[src/rtl/tick_pulse_stretcher.sv]
// Turns single-cycle tick requests into fixed-width pulses with a guaranteed low gap.
// Ticks that arrive during a pulse or its gap are queued in a saturating counter and replayed in order.
module tick_pulse_stretcher #(
  parameter int PULSE_CYCLES = 4,
  parameter int GAP_CYCLES   = 4,
  parameter int PEND_W       = 3
) (
  input  logic              i_CLK,
  input  logic              i_RST,
  input  logic              i_TICK,
  input  logic              i_CLR_OVF,
  output logic              o_PULSE,
  output logic              o_BUSY,
  output logic [PEND_W-1:0] o_PEND_CNT,
  output logic              o_OVF
);

  localparam int MAX_C = (PULSE_CYCLES > GAP_CYCLES) ? PULSE_CYCLES : GAP_CYCLES;
  localparam int TW    = $clog2(MAX_C) + 1;

  localparam logic [TW-1:0]     PULSE_LOAD = TW'(PULSE_CYCLES - 1);
  localparam logic [TW-1:0]     GAP_LOAD   = TW'(GAP_CYCLES - 1);
  localparam logic [TW-1:0]     T_ONE      = 1;
  localparam logic [PEND_W-1:0] P_ONE      = 1;
  localparam logic [PEND_W-1:0] PEND_MAX   = {PEND_W{1'b1}};

  typedef enum logic [1:0] {
    ST_IDLE = 2'd0,
    ST_HIGH = 2'd1,
    ST_GAP  = 2'd2
  } state_t;

  state_t            r_state;
  logic [TW-1:0]     r_timer;
  logic [PEND_W-1:0] r_pend;
  logic              r_pulse;
  logic              r_ovf;

  logic w_pend_nz;
  logic w_timer_z;
  logic w_can_start;
  logic w_start;
  logic w_dec;
  logic w_inc;
  logic w_drop;

  assign w_pend_nz   = (r_pend != '0);
  assign w_timer_z   = (r_timer == '0);
  assign w_can_start = (r_state == ST_IDLE) || ((r_state == ST_GAP) && w_timer_z);
  assign w_start     = w_can_start && (i_TICK || w_pend_nz);
  assign w_dec       = w_start && w_pend_nz;
  // A tick that launches a pulse straight from an empty queue bypasses the counter.
  assign w_inc       = i_TICK && !(w_start && !w_pend_nz);
  assign w_drop      = w_inc && !w_dec && (r_pend == PEND_MAX);

  always_ff @(posedge i_CLK or posedge i_RST) begin
    if (i_RST) begin
      r_state <= ST_IDLE;
      r_timer <= '0;
      r_pend  <= '0;
      r_pulse <= 1'b0;
      r_ovf   <= 1'b0;
    end else begin
      if (w_inc && !w_dec && !w_drop) begin
        r_pend <= r_pend + P_ONE;
      end else if (w_dec && !w_inc) begin
        r_pend <= r_pend - P_ONE;
      end

      if (w_drop) begin
        r_ovf <= 1'b1;
      end else if (i_CLR_OVF) begin
        r_ovf <= 1'b0;
      end

      case (r_state)
        ST_IDLE: begin
          if (w_start) begin
            r_state <= ST_HIGH;
            r_pulse <= 1'b1;
            r_timer <= PULSE_LOAD;
          end
        end
        ST_HIGH: begin
          if (w_timer_z) begin
            r_state <= ST_GAP;
            r_pulse <= 1'b0;
            r_timer <= GAP_LOAD;
          end else begin
            r_timer <= r_timer - T_ONE;
          end
        end
        ST_GAP: begin
          if (!w_timer_z) begin
            r_timer <= r_timer - T_ONE;
          end else if (w_start) begin
            r_state <= ST_HIGH;
            r_pulse <= 1'b1;
            r_timer <= PULSE_LOAD;
          end else begin
            r_state <= ST_IDLE;
          end
        end
        default: begin
          r_state <= ST_IDLE;
          r_pulse <= 1'b0;
          r_timer <= '0;
        end
      endcase
    end
  end

  assign o_PULSE    = r_pulse;
  assign o_PEND_CNT = r_pend;
  assign o_OVF      = r_ovf;
  assign o_BUSY     = (r_state != ST_IDLE) || w_pend_nz;

endmodule

[config.mk]
export PLATFORM = sky130hd
export DESIGN_NAME = tick_pulse_stretcher
export DESIGN_NICKNAME = d
export VERILOG_FILES = /design/src/rtl/tick_pulse_stretcher.sv
export SDC_FILE = /design/constraint.sdc
export NUM_CORES = 1
export LEC_CHECK = 0
export ABC_CLOCK_PERIOD_IN_PS = 3000
export BUFFER_PORTS_ARGS = -buffer_cell sky130_fd_sc_hd__clkbuf_2
export CORE_MARGIN = 2
export CORE_UTILIZATION = 45
export DETAILED_ROUTE_END_ITERATION = 16
export PLACE_DENSITY = 0.67
export SLEW_MARGIN = 20
export SYNTH_ARGS = -nofsm -noshare
export SYNTH_HDL_FRONTEND = slang
export SYNTH_SLANG_ARGS = --single-unit
[constraint.sdc]
create_clock -name i_CLK -period 3 [get_ports i_CLK]
set_clock_uncertainty 0.05 [all_clocks]
set_input_delay 0.6 -clock i_CLK [delete_from_list [all_inputs] [get_ports i_CLK]]
set_output_delay 0.6 -clock i_CLK [all_outputs]
set_load 0.05 [all_outputs]
After elaboration in Yosys (flattened, before gate mapping). Index checks and enable logic that the tools add are counted.

Flip-flop bits (word level): 10. Input bits: 4. Output and inout port bits: 6. Word-level logic and storage cells: 56.

$add $sub $neg: 3. Equal/unequal tests: 6. Muxes and demuxes: 17. Reduce and logical (&&, ||, !) cells: 25.

Operators by type and width (count): $mux 3 (5); $logic_and 1x1->1 (9); $pmux 3 s3 (1); $mux 1 (6); $mux 2 (3); $ne 2x2->1 const B (3); $pmux 2 s3 (1); $reduce_bool 2->1 (3); $sub 3x1->3 const B (2); $logic_not 1->1 (5); $add 3x1->3 const B (1); $eq 3x3->1 const B (1); $logic_not 3->1 (1); $logic_or 1x1->1 (3); $pmux 1 s3 (1); $reduce_and 3->1 (1); $reduce_bool 3->1 (1); $eq 2x1->1 const B (1); $eq 2x2->1 const B (1); $logic_not 2->1 (1); $reduce_and 2->1 (1).

Depth between registers and ports, before layout.
Depth in word-level cells: 12. Depth in mapped cells: 10. Mapped depth without buffers: 9.

Worst setup path before layout. No wires, ideal clock.

Path type: register to output. From: reg r_pend[1] (netlist: o_PEND_CNT[1]). To: out o_BUSY. Data arrival time: 1.775 ns. Setup slack: 0.575 ns. Stages on the path, launching flop included: 4. Buffers on the path: 1. Cell sequence: dfrtp_1 > buf_2 > or4_1 > or2_2.

Longest elaborated chain between the ends: 2.

RTL lines: from (decl) (RTL line 35) `logic [PEND_W-1:0] r_pend;`; from (signal assigned) (RTL line 65) `r_pend <= r_pend + P_ONE;`; from (signal assigned) (RTL line 67) `r_pend <= r_pend - P_ONE;`; $reduce_bool 3->1 (RTL line 47) `assign w_pend_nz = (r_pend != '0);`; $logic_or 1x1->1 (RTL line 116) `assign o_BUSY = (r_state != ST_IDLE) || w_pend_nz;`; to (decl) (RTL line 13) `output logic o_BUSY,`.

No other way between the ends.

Worst setup path in the final report.
From: reg r_timer[0]. To: reg r_pend[2] (netlist: o_PEND_CNT[2]).

Longest elaborated chain between the ends: 12. Elaborated cells on any way between the ends: 17. Classes of those cells: mux (1); reduce/logical (16).

RTL lines: from (decl) (RTL line 34) `logic [TW-1:0] r_timer;`; from (signal assigned) (RTL line 90) `r_timer <= r_timer - T_ONE;`; from (signal assigned) (RTL line 95) `r_timer <= r_timer - T_ONE;`; $logic_not 3->1 * (RTL line 48) `assign w_timer_z = (r_timer == '0);`; $logic_and 1x1->1 * (RTL line 49) `assign w_can_start = (r_state == ST_IDLE) || ((r_state == ST_GAP) && w_timer_z);`; $logic_or 1x1->1 * (RTL line 49); $logic_and 1x1->1 * (RTL line 50) `assign w_start = w_can_start && (i_TICK || w_pend_nz);`; $logic_and 1x1->1 (RTL line 53) `assign w_inc = i_TICK && !(w_start && !w_pend_nz);`; $logic_not 1->1 (RTL line 53); $logic_and 1x1->1 (RTL line 53); $logic_and 1x1->1 (RTL line 54, 64); $logic_and 1x1->1 (RTL line 54) `assign w_drop = w_inc && !w_dec && (r_pend == PEND_MAX);`; $logic_not 1->1 (RTL line 64) `if (w_inc && !w_dec && !w_drop) begin`; $logic_and 1x1->1 (RTL line 64); $mux 3 / $reduce_bool 2->1 (equally long branches).

Mark *: on every way between the ends. The rest lies on a longest branch, timed or not. A chain may end at the register's enable or synchronous reset.

==> qor.csv <==
metric;value;unit
most area-consuming cells after synthesis;dfrtp_1 34%, inv_1 3.5%, ha_1 3.4%;
Mapped Cells;82;
Cell Pwr Density;1260;mW/mm²
share of cells above drive strength 1;22.7;%
DR vias;615;
Least-Margin Pin Slew;453;ps
final hold vios;0;
All-Layer GR Usage;17.7;%
CP Launch Type;flop;
Synth top cells by count;10 x dfrtp_1, 7 x inv_1, 5 x clkbuf_1, 5 x nor2_1, 4 x nand2_1;
Seq/Total Area, Yosys;33.8;%
syn nets;89;
fin nets;96;
reg2reg start;r_timer[0]$_DFF_PP0_;
syn avg cell area;9.03;µm²
Post-synth EDFFs;0;
post-synth top area share;33.8;%
I/O Buffers;9;
vias in the first global route;551;
root buffer cell;clkbuf_4;
Fill cells;144;
Max clock buf depth;2;
power consumption;1020;µW
crit-path max FO;10;
leakage power;0.000367;µW
area used by multi-input combinational logic;424;µm²
CTS tree;yes;
Post-synth ARST share;100;%
H-tree levels;1;
CP peak stage delay;450;ps
max_slew headroom;69.8;%
die span in y;44.6;µm
critical-path cell list;inv_1 -> ha_1 -> nand2b_4 -> a21o_1 -> nand3_1 -> fa_1 -> a2111oi_2 -> a311oi_1 -> o32a_1;
largest net degree at the start of global routing;19;
Residual DRC;0;
later-pin clock latency in the skew report;270;ps
Slew Viols, Final;0;
CTS Hold Bufs;0;
Top FF cell, synth;dfrtp_1;
Final Util;53.1;%
R2R Setup Slk;390;ps
CP endpoint kind;flop;
cts bufs inserted;3;
global-route met3 utilization;3.67;%
initial DRC count;19;
fmax;383;MHz
Via density;5.91;
GRT Max-Usage Layer;met2;
die width;44.6;µm
num rows;14;
total die area;0.00199;mm²
initial antenna violation count;0;
Routability Congestion;0.794;
grt met2 use;26.4;%
Starting Density;48.6;%
FF/Latch Area;250;µm²
post-CTS setup buffers;0;
core area;0.00152;mm²
Worst-path clk slew;80;ps
# resized after CTS;0;
Yosys warnings;0;
Tightest Hold Check Type;in -> async;
Synth cell types;43;
status;finished clean;
top-count cell post-synth;dfrtp_1;
CTS Sinks;10;
Post-Place Worst Slack;438;ps
met1 Usage GRT;24.2;%
critical path type;reg -> reg;
Worst IR Drop VDD;431;µV
final setup TNS;0;ps
Setup Viol. Count Final;0;
first-pass GRT wire length;2550;µm
first drt pass iteration count;4;
routed wire length;1500;µm
Area growth syn-to-layout;9.29;%
slowest CP cell;fa_1;
Top Ports;10;
Final Worst Setup Slack;388;ps
cell area after synthesis;741;µm²
RSZ-0062 raised after global routing;false;
register bit total from synthesis;10;
max-cap violation count;0;
Critical Path RT;3110;ps
Routed Antenna Nets;0;
wire per inst;14.4;µm
ant diodes;0;
fin crit period;2610;ps
biggest area consumer among synthesized cells;dfrtp_1;
remaining global-route overflow;0;
period utilization;87.1;%
Post-DP HPWL;1010;µm
Reg2Reg Depth;9;
Worst R2R End;o_PEND_CNT[2]$_DFFE_PP0P_;
critical path arrival;2720;ps
flip-flops by register name, summed over array words and instances (netlist names):
register    cells
o_PEND_CNT      3
r_timer         3
r_state         2
o_OVF           1
o_PULSE         1
through the flow:
step,hold slack [ps],cells,instance area [µm²]
2_1_floorplan,390,82,741
3_3_place_gp,442,100,773
3_5_place_dp,444,100,773
4_1_cts,249,104,810
5_1_grt,262,104,810
6_report,232,104,810
critical path, delay by kind of cell (launching register included):
kind	cells	cell delay, ps
AO/OA/AOI/OAI	4	1090
adder cells (fa/ha/maj)	2	690
flip-flops	1	330
AND/OR/NAND/NOR	2	260
buffers and inverters	1	80
final cells by class:
type,instances,area share [%]
Multi-Input combinational cell,57,52.4
Clock buffer,4,4.48
Tap cell,16,2.47
Sequential cell,10,30.9
Timing Repair Buffer,10,6.49
Inverter,7,3.25
cells in the final DEF, fill, tap and decap left out, types with 3 or more instances in the layout:
cell type  count
o21ai_0        3
dfrtp_1       10
nand2_1        4
a31oi_1        3
nand3_1        3
clkbuf_2       9
inv_1          7
nor2_1         5
clkbuf_4       3
kinds of logic (layout without fill, tap and decap cells):
family / count (synthesis) / count (layout) / synth area share [%]
compound gates: 22 / 22 / 23.8
xor+xnor: 2 / 2 / 2.37
mux: 1 / 1 / 1.35
fa+ha+maj: 5 / 5 / 8.78
simple gates: 27 / 27 / 20.9
buf+inv: 15 / 21 / 8.95
flops: 10 / 10 / 33.8
worst max-delay path by stage:
stage	startpoint	end	slack [ps]	depth (start not counted)
3_3_place_gp	r_timer[0]$_DFF_PP0_	o_PEND_CNT[2]$_DFFE_PP0P_	490	9
4_1_cts	r_state[0]$_DFFE_PP0P_	o_BUSY	390	3
3_5_place_dp	r_timer[0]$_DFF_PP0_	o_PEND_CNT[2]$_DFFE_PP0P_	440	9
5_1_grt	r_timer[0]$_DFF_PP0_	o_PEND_CNT[2]$_DFFE_PP0P_	250	9
6_report	r_timer[0]$_DFF_PP0_	o_PEND_CNT[2]$_DFFE_PP0P_	390	9
2_1_floorplan	o_PEND_CNT[1]$_DFFE_PP0P_	o_BUSY	580	3
power breakdown:
part | internal (µW) | leakage (µW) | switching [µW]
Sequential | 195 | 0.000122 | 92.5
Combinational | 247 | 0.000225 | 355
Clock | 73.7 | 0.0000210 | 53.5
routing by layer:
metal | part of all wire (%) | vias up
li1 | - | 309
met1 | 49 | 278
met2 | 43 | 22
met3 | 5.3 | 6
met4 | 1.9 | 0
met5 | 0 | -
Power figures use the tool's default switching activity.
